==> src/rtl/singlecycle_pkg.sv <==
// Shared types for the EX-stage multiply/divide unit.
// Operation encodings, FSM states and small op-class helpers.
package singlecycle_pkg;

   typedef enum logic [2:0] {
      MDU_MUL,
      MDU_MULH,
      MDU_MULHSU,
      MDU_MULHU,
      MDU_DIV,
      MDU_DIVU,
      MDU_REM,
      MDU_REMU
   } MDUSel_e;

   typedef enum logic [1:0] {
      IDLE,
      BUSY,
      DONE
   } MduState_e;

   function automatic logic op_is_div(input MDUSel_e op);
      return op inside {MDU_DIV, MDU_DIVU, MDU_REM, MDU_REMU};
   endfunction

   function automatic logic op_is_rem(input MDUSel_e op);
      return op inside {MDU_REM, MDU_REMU};
   endfunction

   function automatic logic op_a_signed(input MDUSel_e op);
      return op inside {MDU_MULH, MDU_MULHSU, MDU_DIV, MDU_REM};
   endfunction

   function automatic logic op_b_signed(input MDUSel_e op);
      return op inside {MDU_MULH, MDU_DIV, MDU_REM};
   endfunction

endpackage

==> src/rtl/muldiv_unit.sv <==
// Iterative RV32M multiply/divide unit beside the EX-stage ALU.
// Shift-add multiply and restoring divide share one XLEN+1-bit adder.
module muldiv_unit
   import singlecycle_pkg::*;
#(
   parameter int XLEN = 32
) (
   input  logic            i_clk,
   input  logic            i_rst_n,
   input  logic            i_flush,
   input  logic            i_valid,
   output logic            o_ready,
   input  MDUSel_e         i_op,
   input  logic [XLEN-1:0] i_operand_a,
   input  logic [XLEN-1:0] i_operand_b,
   output logic            o_valid,
   input  logic            i_ready,
   output logic [XLEN-1:0] o_result
);

   localparam int CNT_W = $clog2(XLEN + 1);
   localparam logic [XLEN-1:0] MIN_INT = {1'b1, {(XLEN-1){1'b0}}};

   function automatic logic [XLEN-1:0] to_mag(
      input logic [XLEN-1:0] x,
      input logic            sgn
   );
      return (sgn && x[XLEN-1]) ? -x : x;
   endfunction

   function automatic logic [XLEN-1:0] neg_if(
      input logic [XLEN-1:0] x,
      input logic            neg
   );
      return neg ? -x : x;
   endfunction

   MduState_e        state;
   MDUSel_e          op_q;
   logic [CNT_W-1:0] cnt;
   logic [XLEN-1:0]  a_q;
   logic [XLEN-1:0]  b_q;
   logic [XLEN-1:0]  hi_q;
   logic [XLEN-1:0]  lo_q;
   logic             neg_q;
   logic             neg_r;

   logic              is_div;
   logic              is_rem;
   logic [XLEN:0]     shifted;
   logic [XLEN:0]     add_a;
   logic [XLEN:0]     add_b;
   logic [XLEN:0]     sum;
   logic              qbit;
   logic [XLEN-1:0]   hi_n;
   logic [XLEN-1:0]   lo_n;
   logic [2*XLEN-1:0] prod_s;
   logic [XLEN-1:0]   res;

   logic            in_div;
   logic            in_rem;
   logic            a_neg;
   logic            b_neg;
   logic            div_zero;
   logic            div_ovf;
   logic [XLEN-1:0] a_mag;
   logic [XLEN-1:0] b_mag;
   logic [XLEN-1:0] fast_res;

   assign o_ready = (state == IDLE);

   assign is_div = op_is_div(op_q);
   assign is_rem = op_is_rem(op_q);

   // Divide subtracts the divisor via ~b + 1; multiply adds the multiplicand.
   assign shifted = {hi_q, lo_q[XLEN-1]};
   assign add_a   = is_div ? shifted : {1'b0, hi_q};
   assign add_b   = is_div ? ~{1'b0, b_q} : {1'b0, a_q};
   assign sum     = add_a + add_b + {{XLEN{1'b0}}, is_div};
   assign qbit    = ~sum[XLEN];

   always_comb begin
      hi_n = hi_q;
      lo_n = lo_q;
      if (is_div) begin
         hi_n = qbit ? sum[XLEN-1:0] : shifted[XLEN-1:0];
         lo_n = {lo_q[XLEN-2:0], qbit};
      end else if (lo_q[0]) begin
         hi_n = sum[XLEN:1];
         lo_n = {sum[0], lo_q[XLEN-1:1]};
      end else begin
         hi_n = {1'b0, hi_q[XLEN-1:1]};
         lo_n = {hi_q[0], lo_q[XLEN-1:1]};
      end
   end

   assign prod_s = neg_q ? -{hi_n, lo_n} : {hi_n, lo_n};

   always_comb begin
      res = '0;
      unique case (1'b1)
         op_q == MDU_MUL:            res = prod_s[XLEN-1:0];
         !is_div && op_q != MDU_MUL: res = prod_s[2*XLEN-1:XLEN];
         is_div && !is_rem:          res = neg_if(lo_n, neg_q);
         is_div && is_rem:           res = neg_if(hi_n, neg_r);
         default:                    res = '0;
      endcase
   end

   assign in_div   = op_is_div(i_op);
   assign in_rem   = op_is_rem(i_op);
   assign a_neg    = op_a_signed(i_op) && i_operand_a[XLEN-1];
   assign b_neg    = op_b_signed(i_op) && i_operand_b[XLEN-1];
   assign a_mag    = to_mag(i_operand_a, op_a_signed(i_op));
   assign b_mag    = to_mag(i_operand_b, op_b_signed(i_op));
   assign div_zero = in_div && (i_operand_b == '0);
   assign div_ovf  = (i_op == MDU_DIV || i_op == MDU_REM)
                  && (i_operand_a == MIN_INT)
                  && (i_operand_b == '1);

   always_comb begin
      if (div_zero)
         fast_res = in_rem ? i_operand_a : '1;
      else
         fast_res = in_rem ? '0 : MIN_INT;
   end

   always_ff @(posedge i_clk or negedge i_rst_n) begin
      if (!i_rst_n) begin
         state    <= IDLE;
         op_q     <= MDU_MUL;
         cnt      <= '0;
         a_q      <= '0;
         b_q      <= '0;
         hi_q     <= '0;
         lo_q     <= '0;
         neg_q    <= 1'b0;
         neg_r    <= 1'b0;
         o_valid  <= 1'b0;
         o_result <= '0;
      end else if (i_flush) begin
         state   <= IDLE;
         cnt     <= '0;
         o_valid <= 1'b0;
      end else begin
         unique case (state)
            IDLE: begin
               if (i_valid) begin
                  op_q  <= i_op;
                  neg_q <= a_neg ^ b_neg;
                  neg_r <= a_neg;
                  hi_q  <= '0;
                  a_q   <= in_div ? '0 : a_mag;
                  b_q   <= in_div ? b_mag : '0;
                  lo_q  <= in_div ? a_mag : b_mag;
                  if (div_zero || div_ovf) begin
                     o_result <= fast_res;
                     o_valid  <= 1'b1;
                     cnt      <= '0;
                     state    <= DONE;
                  end else begin
                     cnt   <= CNT_W'(XLEN);
                     state <= BUSY;
                  end
               end
            end
            BUSY: begin
               hi_q <= hi_n;
               lo_q <= lo_n;
               cnt  <= cnt - CNT_W'(1);
               if (cnt == CNT_W'(1)) begin
                  o_result <= res;
                  o_valid  <= 1'b1;
                  state    <= DONE;
               end
            end
            DONE: begin
               if (i_ready) begin
                  o_valid <= 1'b0;
                  state   <= IDLE;
               end
            end
            default: state <= IDLE;
         endcase
      end
   end

endmodule
==> config.mk <==
export PLATFORM = sky130hd
export DESIGN_NAME = muldiv_unit
export DESIGN_NICKNAME = d
export VERILOG_FILES = /design/src/rtl/singlecycle_pkg.sv /design/src/rtl/muldiv_unit.sv
export SDC_FILE = /design/constraint.sdc
export NUM_CORES = 1
export LEC_CHECK = 0
export BUFFER_PORTS_ARGS = -buffer_cell sky130_fd_sc_hd__buf_2
export CORE_UTILIZATION = 35
export DETAILED_ROUTE_END_ITERATION = 12
export SLEW_MARGIN = 40
export SYNTH_ARGS = -nofsm -noshare
export SYNTH_HDL_FRONTEND = slang
export SYNTH_SLANG_ARGS = --single-unit
==> constraint.sdc <==
create_clock -name i_clk -period 10.9 [get_ports i_clk]
set_input_delay 1.635 -clock i_clk [delete_from_list [all_inputs] [get_ports i_clk]]
set_output_delay 1.635 -clock i_clk [all_outputs]
set_load 0.02 [all_outputs]
==> impl_metrics.env, run 1 <==
export IMPL_synthCells=2154
export IMPL_cts_clk_slew_worst_paths_ns=0.07
export IMPL_remaining_drc_errors=0
export IMPL_antenna_left=0
export IMPL_grt_pass1_vias=15900
export IMPL_num_fill_cells=4820
export IMPL_irDropWorstVdd_mv=0.168
export IMPL_cts_made_buffers=17
export IMPL_vias=17400
export IMPL_ctsResizeCount=0
export IMPL_skew_ns=0.0148
export IMPL_drive_gt1_share_pct=11.3
export IMPL_clockBufferDepth=2
export IMPL_critical_path_max_stage_delay_ns=0.68
export IMPL_cts_tree="yes"
export IMPL_synth_async_sr_flop_share_pct=100
export IMPL_numPortBuffers=105
export IMPL_fin_crit_sh_pct=80.4
export IMPL_finalSetupTns_ns=0
export IMPL_grt_max_degree=109
export IMPL_grt_pass1_wl_mm=104
export IMPL_synthToLayoutAreaGrowth_pct=10.8
export IMPL_start_util_pct=35.5
export IMPL_post_cts_buffers=0
export IMPL_io_pins=106
export IMPL_worst_pin_slew_ns=0.929
export IMPL_viasPerCell=6.23
export IMPL_synth_edff_count=0
export IMPL_cp_arrival_ns=9.17
export IMPL_drt_iter0_markers=1822
export IMPL_power_mw=6.83
export IMPL_fin_crit_ns=8.76
export IMPL_hold_viol=0
export IMPL_maxCapViolations=0
export IMPL_setup_viol=0
export IMPL_cp_start_kind="flip-flop"
export IMPL_num_rows=78
export IMPL_grtUsageTotal_pct=29.9
export IMPL_switching_share_pct=58.0
export IMPL_coreArea_um2=45400
export IMPL_drt_total_wl_mm=70.5
export IMPL_drv_slew=0
export IMPL_crit_start="op_q[2]"
export IMPL_p_int_mw=2.87
export IMPL_status="completed"
export IMPL_synth_seq_area_share_pct=27.0
export IMPL_min_from="o_result[23]"
export IMPL_htreeDepth=4
export IMPL_insertion_delay_ns=0.49
export IMPL_place_congestion=0.951
export IMPL_fmax_ghz=0.114
export IMPL_die_y_um=217
export IMPL_hold_buffers=0
export IMPL_place_hpwl_mm=54.3
export IMPL_r2r_setup_slack_ns=2.14
export IMPL_combPwrFrac_pct=72.3
export IMPL_n_antenna_cell=0
export IMPL_crit_path_max_fanout=57
export IMPL_grt_overflow_total=0
export IMPL_leakagePower_nw=7.28
export IMPL_hold_path_class="flip-flop to flip-flop"
export IMPL_p_switching_mw=3.96
export IMPL_die_area_um2=46900
export IMPL_slowest_stage="dfrtp_4"
export IMPL_path_class="flip-flop to flip-flop"
export IMPL_dr_pass1_iters=6
export IMPL_fin_nets=2294
export IMPL_antenna_found_initial=0
export IMPL_yosys_warnings=0
export IMPL_ys_seq_elements=174
export IMPL_slew_headroom_pct=37.8
export IMPL_die_w_um=217
export IMPL_seqPwrFrac_pct=18.0
export IMPL_cts_num_sinks=174
export IMPL_p_clk_share_pct=9.7
export IMPL_synth_ff_type="dfrtp_1"
export IMPL_root_buffer="clkbuf_16"
export IMPL_cp_end_kind="flip-flop"
export IMPL_power_per_cell_area_nw_per_um2=383
export IMPL_synth_area_um2=16100
export IMPL_synth_nets=2269
export IMPL_rsz0062_at_grt="false"
export IMPL_syn_area_per_cell_um2=7.48
export IMPL_critPathRequiredTime_ns=11.30
export IMPL_detail_route_wl_per_cell_um=25.3
export IMPL_r2r_start="op_q[2]"
export IMPL_synth_cell_types=82
## flip-flops by register name, indices dropped and copies added, names as in the netlist
| signal | cells |
|---|---|
| o_valid | 1 |
| op_q | 3 |
| b_q | 32 |
| hi_q | 32 |
| neg_r | 1 |
| state | 2 |
| neg_q | 1 |
| lo_q | 32 |
| o_result | 32 |
| cnt | 6 |
| a_q | 32 |
## cells by family (layout without fill, tap and decap cells)
group | Yosys count | count (layout) | share of synthesized area (%)
buffers and inverters | 178 | 216 | 4.26
adders and majority gates | 43 | 43 | 3.43
AOI/OAI and AO/OA | 739 | 739 | 28.4
xor gates and xnor gates | 144 | 144 | 7.83
muxes | 97 | 97 | 6.32
and+or+nand+nor | 779 | 779 | 22.7
DFF | 174 | 174 | 27.0
## synth_stat cells (5+ instances only)
| cell type | n | area share (%) |
|---|---|---|
| nor3_1 | 52 | 1.6 |
| nand4_1 | 32 | 1.2 |
| nor2b_1 | 11 | 0.43 |
| a21oi_1 | 143 | 4.4 |
| inv_1 | 36 | 0.84 |
| ha_1 | 41 | 3.2 |
| nor2_1 | 169 | 3.9 |
| or2_2 | 8 | 0.31 |
| a21boi_0 | 5 | 0.23 |
| and3_1 | 12 | 0.47 |
| nand2b_1 | 32 | 1.2 |
| mux2i_1 | 59 | 3.7 |
| o21ai_0 | 292 | 9.1 |
| o221ai_1 | 12 | 0.65 |
| buf_1 | 17 | 0.40 |
| nand3_1 | 41 | 1.3 |
| dfrtp_1 | 174 | 27 |
| o21a_1 | 17 | 0.79 |
| o211ai_1 | 23 | 1.1 |
| or3_1 | 26 | 1.0 |
| and2_1 | 10 | 0.39 |
| mux2_2 | 37 | 2.6 |
| a221oi_1 | 12 | 0.65 |
| a211oi_1 | 17 | 0.79 |
| buf_2 | 9 | 0.28 |
| a21o_1 | 20 | 0.93 |
| nor4_1 | 23 | 0.89 |
| a31oi_1 | 49 | 1.9 |
| a211o_1 | 7 | 0.38 |
| o21bai_1 | 7 | 0.33 |
| a22o_1 | 22 | 1.2 |
| o31ai_1 | 29 | 1.4 |
| xnor2_1 | 96 | 5.2 |
| or4_1 | 11 | 0.51 |
| xor2_1 | 48 | 2.6 |
| o211a_1 | 5 | 0.31 |
| o2111ai_1 | 8 | 0.43 |
| clkbuf_1 | 113 | 2.6 |
| nor3b_1 | 6 | 0.28 |
| o311a_1 | 5 | 0.31 |
| o41ai_1 | 15 | 0.82 |
| a311oi_1 | 7 | 0.38 |
| nand2_1 | 315 | 7.3 |
## path summary, 6_finish.rpt
check,cells after the start,to
setup / recovery,25,o_result[28]
hold / removal,2,o_result[23]
setup reg to reg,25,o_result[28]
hold reg to reg,2,o_result[23]
max in group asynchronous,2,op_q[2]
min in group asynchronous,1,hi_q[26]
## metrics by stage
| stage | hold slack (ns) | area, um^2 | instances | util [%] | worst slack (ns) |
|---|---|---|---|---|---|
| 2_1_floorplan | 0.450 | 16100 | 2154 | - | 0.889 |
| 3_3_place_gp | 0.451 | 17200 | 2758 | 37.8 | 2.22 |
| 3_5_place_dp | 0.461 | 17200 | 2760 | 38.0 | 2.30 |
| 4_1_cts | 0.476 | 17800 | 2792 | 39.3 | 2.25 |
| 5_1_grt | 0.498 | 17800 | 2792 | 39.3 | 1.32 |
| 6_report | 0.474 | 17800 | 2792 | 39.3 | 2.14 |
## cell usage in the layout (no fill, tap or decap), types with 38 or more instances in the layout
cell	count
nor2_1	168
dfrtp_1	173
ha_1	40
nand2_1	314
xor2_1	48
buf_2	104
a21oi_1	143
buf_4	38
mux2i_1	59
xnor2_1	96
nor3_1	51
a31oi_1	47
nand3_1	40
o21ai_0	290
## metal layers
metal | wire length, um | vias up | GRT usage, % | share of wire [%]
met5 | 0 | - | 0 | 0
met3 | 5920 | 160 | 6.84 | 8.4
met1 | 29800 | 8416 | 39.7 | 42
met4 | 3890 | 0 | 15.5 | 5.5
li1 | - | 7975 | - | -
met2 | 30800 | 844 | 45.0 | 44
## critical path: cells and delay by family (launching register included)
kind	cells	cell delay, ns
fa+ha+maj	2	0.67
mux	1	0.40
simple gates	12	3.61
compound gates	7	2.27
buf+inv	3	1.01
flops	1	0.68
## area by class of cell
| type | count | area, um^2 | share of cell area (%) |
|---|---|---|---|
| clock buffers | 18 | 439 | 2.46 |
| multi-input cells | 1802 | 11100 | 62.3 |
| well taps | 600 | 751 | 4.21 |
| inverters | 38 | 143 | 0.799 |
| flip-flops and latches | 174 | 4360 | 24.4 |
| repair buffers | 146 | 873 | 4.89 |
| clock inverters | 14 | 170 | 0.954 |
## power groups by stage
stage	Clock (mW)	Sequential (mW)	Combinational, mW
2_1_floorplan	0	1.11	3.27
3_3_place_gp	0	1.25	4.72
3_5_place_dp	0	1.22	4.79
4_1_cts	0.674	1.21	4.81
5_1_grt	0.697	1.25	5.31
6_report	0.663	1.23	4.94
Note: power is estimated with default switching activity, not from simulation.
==> run 2: changes to the inputs <==
==> constraint.sdc (replaced) <==
create_clock -name i_clk -period 7.4 [get_ports i_clk]
set_input_delay 1.11 -clock i_clk [delete_from_list [all_inputs] [get_ports i_clk]]
set_output_delay 1.11 -clock i_clk [all_outputs]
set_load 0.02 [all_outputs]
==> run 2 against run 1 <==
Net effect:
- cell count increased by 0.43%
- first-iteration DRC count increased by 27%
- setup slack got worse by 1.7 ns
- via count increased by 0.40%
- critical endpoint is now o_result[2]
- sequential share of layout area decreased by 0.30 points
- hold slack improved by 0.0049 ns
- non-clock buffer count increased by 12
==> impl_metrics.env, run 2 (same netlist as run 1, synthesis figures left out) <==
export IMPL_cp_arrival_ns=7.40
export IMPL_r2r_start="op_q[2]"
export IMPL_drt_total_wl_mm=70.6
export IMPL_path_class="flip-flop to flip-flop"
export IMPL_multi_input_area_um2=11200
export IMPL_hold_viol=0
export IMPL_detail_route_wl_per_cell_um=25.2
export IMPL_grt_pass1_vias=15800
export IMPL_worst_pin_slew_ns=0.934
export IMPL_clockBufferDepth=2
export IMPL_place_congestion=1.02
export IMPL_insertion_delay_ns=0.49
export IMPL_skew_ns=0.0155
export IMPL_critPathRequiredTime_ns=7.83
export IMPL_fin_nets=2306
export IMPL_cts_tree="yes"
export IMPL_cts_num_sinks=174
export IMPL_layout_commonest_cell="nand2_1"
export IMPL_rr_endpoint="o_result[2]"
export IMPL_holdWs_ns=0.479
export IMPL_min_from="o_result[24]"
export IMPL_hold_buffers=0
export IMPL_fmax_ghz=0.143
export IMPL_fin_crit_sh_pct=94.3
export IMPL_cp_end_kind="flip-flop"
export IMPL_htreeDepth=4
export IMPL_slowest_stage="or3_1"
export IMPL_coreArea_um2=45400
export IMPL_dr_pass1_iters=6
export IMPL_vias=17500
export IMPL_power_mw=10.3
export IMPL_antenna_found_initial=3
export IMPL_cp_start_kind="flip-flop"
export IMPL_rsz0062_at_grt="false"
export IMPL_num_rows=78
export IMPL_rr_worst_depth=23
export IMPL_grt_max_degree=76
export IMPL_leakagePower_nw=7.36
export IMPL_status="completed"
export IMPL_path_cells="buf_4 > mux2_2 > ha_1 > a21o_1 > o21bai_1 > a22oi_1 > a211oi_4 > nor3_2 > nor2_4 > nand2_2 > a21boi_2 > ha_2 > nand2_2 > or4_4 > or4_4 > nor4_2 > nand2_1 > or3_1 > o21ai_0 > nand2_1 > a31oi_1 > o221ai_1 > nand2_1"
export IMPL_power_per_cell_area_nw_per_um2=571
export IMPL_die_w_um=217
export IMPL_min_to="o_result[24]"
export IMPL_drt_iter0_markers=2315
export IMPL_post_cts_buffers=0
export IMPL_fin_util_pct=39.8
export IMPL_hold_path_class="flip-flop to flip-flop"
export IMPL_irDropWorstVdd_mv=0.327
export IMPL_numPortBuffers=105
export IMPL_slew_headroom_pct=37.1
export IMPL_grt_overflow_total=0
export IMPL_critPathTopFamily="simple AND/OR/NAND/NOR gates"
export IMPL_critPathBufInv=1
export IMPL_grtUsageTotal_pct=29.9
export IMPL_synthToLayoutAreaGrowth_pct=12.2
export IMPL_die_y_um=217
export IMPL_io_pins=106
export IMPL_drive_gt1_share_pct=12.7
export IMPL_fin_crit_ns=6.98
export IMPL_place_ws_ns=0.492
export IMPL_viasPerCell=6.23
export IMPL_layout_common_cells="312 x nand2_1, 288 x o21ai_0, 173 x dfrtp_1"
export IMPL_die_area_um2=46900
export IMPL_maxCapViolations=0
export IMPL_root_buffer="clkbuf_16"
export IMPL_r2r_setup_slack_ns=0.42
export IMPL_remaining_drc_errors=0
export IMPL_crit_path_max_fanout=37
export IMPL_grt_pass1_wl_mm=104
export IMPL_drv_slew=0
export IMPL_regArea_um2=4360
export IMPL_num_fill_cells=4733
export IMPL_critical_path_max_stage_delay_ns=0.63
export IMPL_start_util_pct=35.5
export IMPL_setup_ws_ns=0.420
export IMPL_cts_clk_slew_worst_paths_ns=0.08
export IMPL_cts_made_buffers=17
export IMPL_place_hpwl_mm=54.7
export IMPL_hold_depth=2
export IMPL_antenna_left=0
export IMPL_crit_top_cell="nand2_1"
export IMPL_n_antenna_cell=0
export IMPL_setup_viol=0
export IMPL_ctsResizeCount=0
[run 2: report_power, final]
part           total (mW)  internal (mW)  switching (mW)
Sequential           1.79           1.33           0.458
Combinational        7.53           2.48            5.04
Clock                1.00          0.516           0.486
[run 2: how the worst max path moves through the flow]
stage	startpoint	end	cells past startpoint	slack [ns]
floorplan	op_q[2]	o_result[28]	38	-0.17
global placement	op_q[2]	o_result[28]	24	0.60
finish	op_q[2]	o_result[2]	23	0.42
global route	op_q[2]	o_result[16]	24	0.03
CTS	op_q[2]	o_result[28]	24	0.45
detailed placement	op_q[2]	o_result[28]	24	0.49
[run 2: worst register-to-register path: cells and delay by family (launching register included)]
kind / cells / cell delay, ns
compound gates: 8 / 2.12
fa+ha+maj: 2 / 0.61
buf+inv: 1 / 0.41
flops: 1 / 0.62
mux: 1 / 0.39
simple gates: 11 / 2.76
[run 2: layout make-up]
type                    instances  share of cell area (%)
multi-input cells            1802                    62.2
clock buffers                  17                    2.35
well taps                     600                    4.15
clock inverters                15                    1.11
repair buffers                158                    5.28
flip-flops and latches        174                    24.1
inverters                      38                   0.789
[run 2: stage by stage]
step	instances	cell area (um^2)	TNS [ns]
finish	2804	18100	0
global route	2804	18100	0
CTS	2803	18100	0
detailed placement	2771	17400	0
global placement	2770	17400	0
floorplan	2154	16400	-0.261
[run 2: per-layer routing]
metal	GRT usage [%]	part of all wire, %	up-vias
li1	-	-	7993
met5	0	0	-
met3	5.52	8.5	135
met2	43.3	42	904
met4	14.5	4.7	0
met1	42.2	44	8432
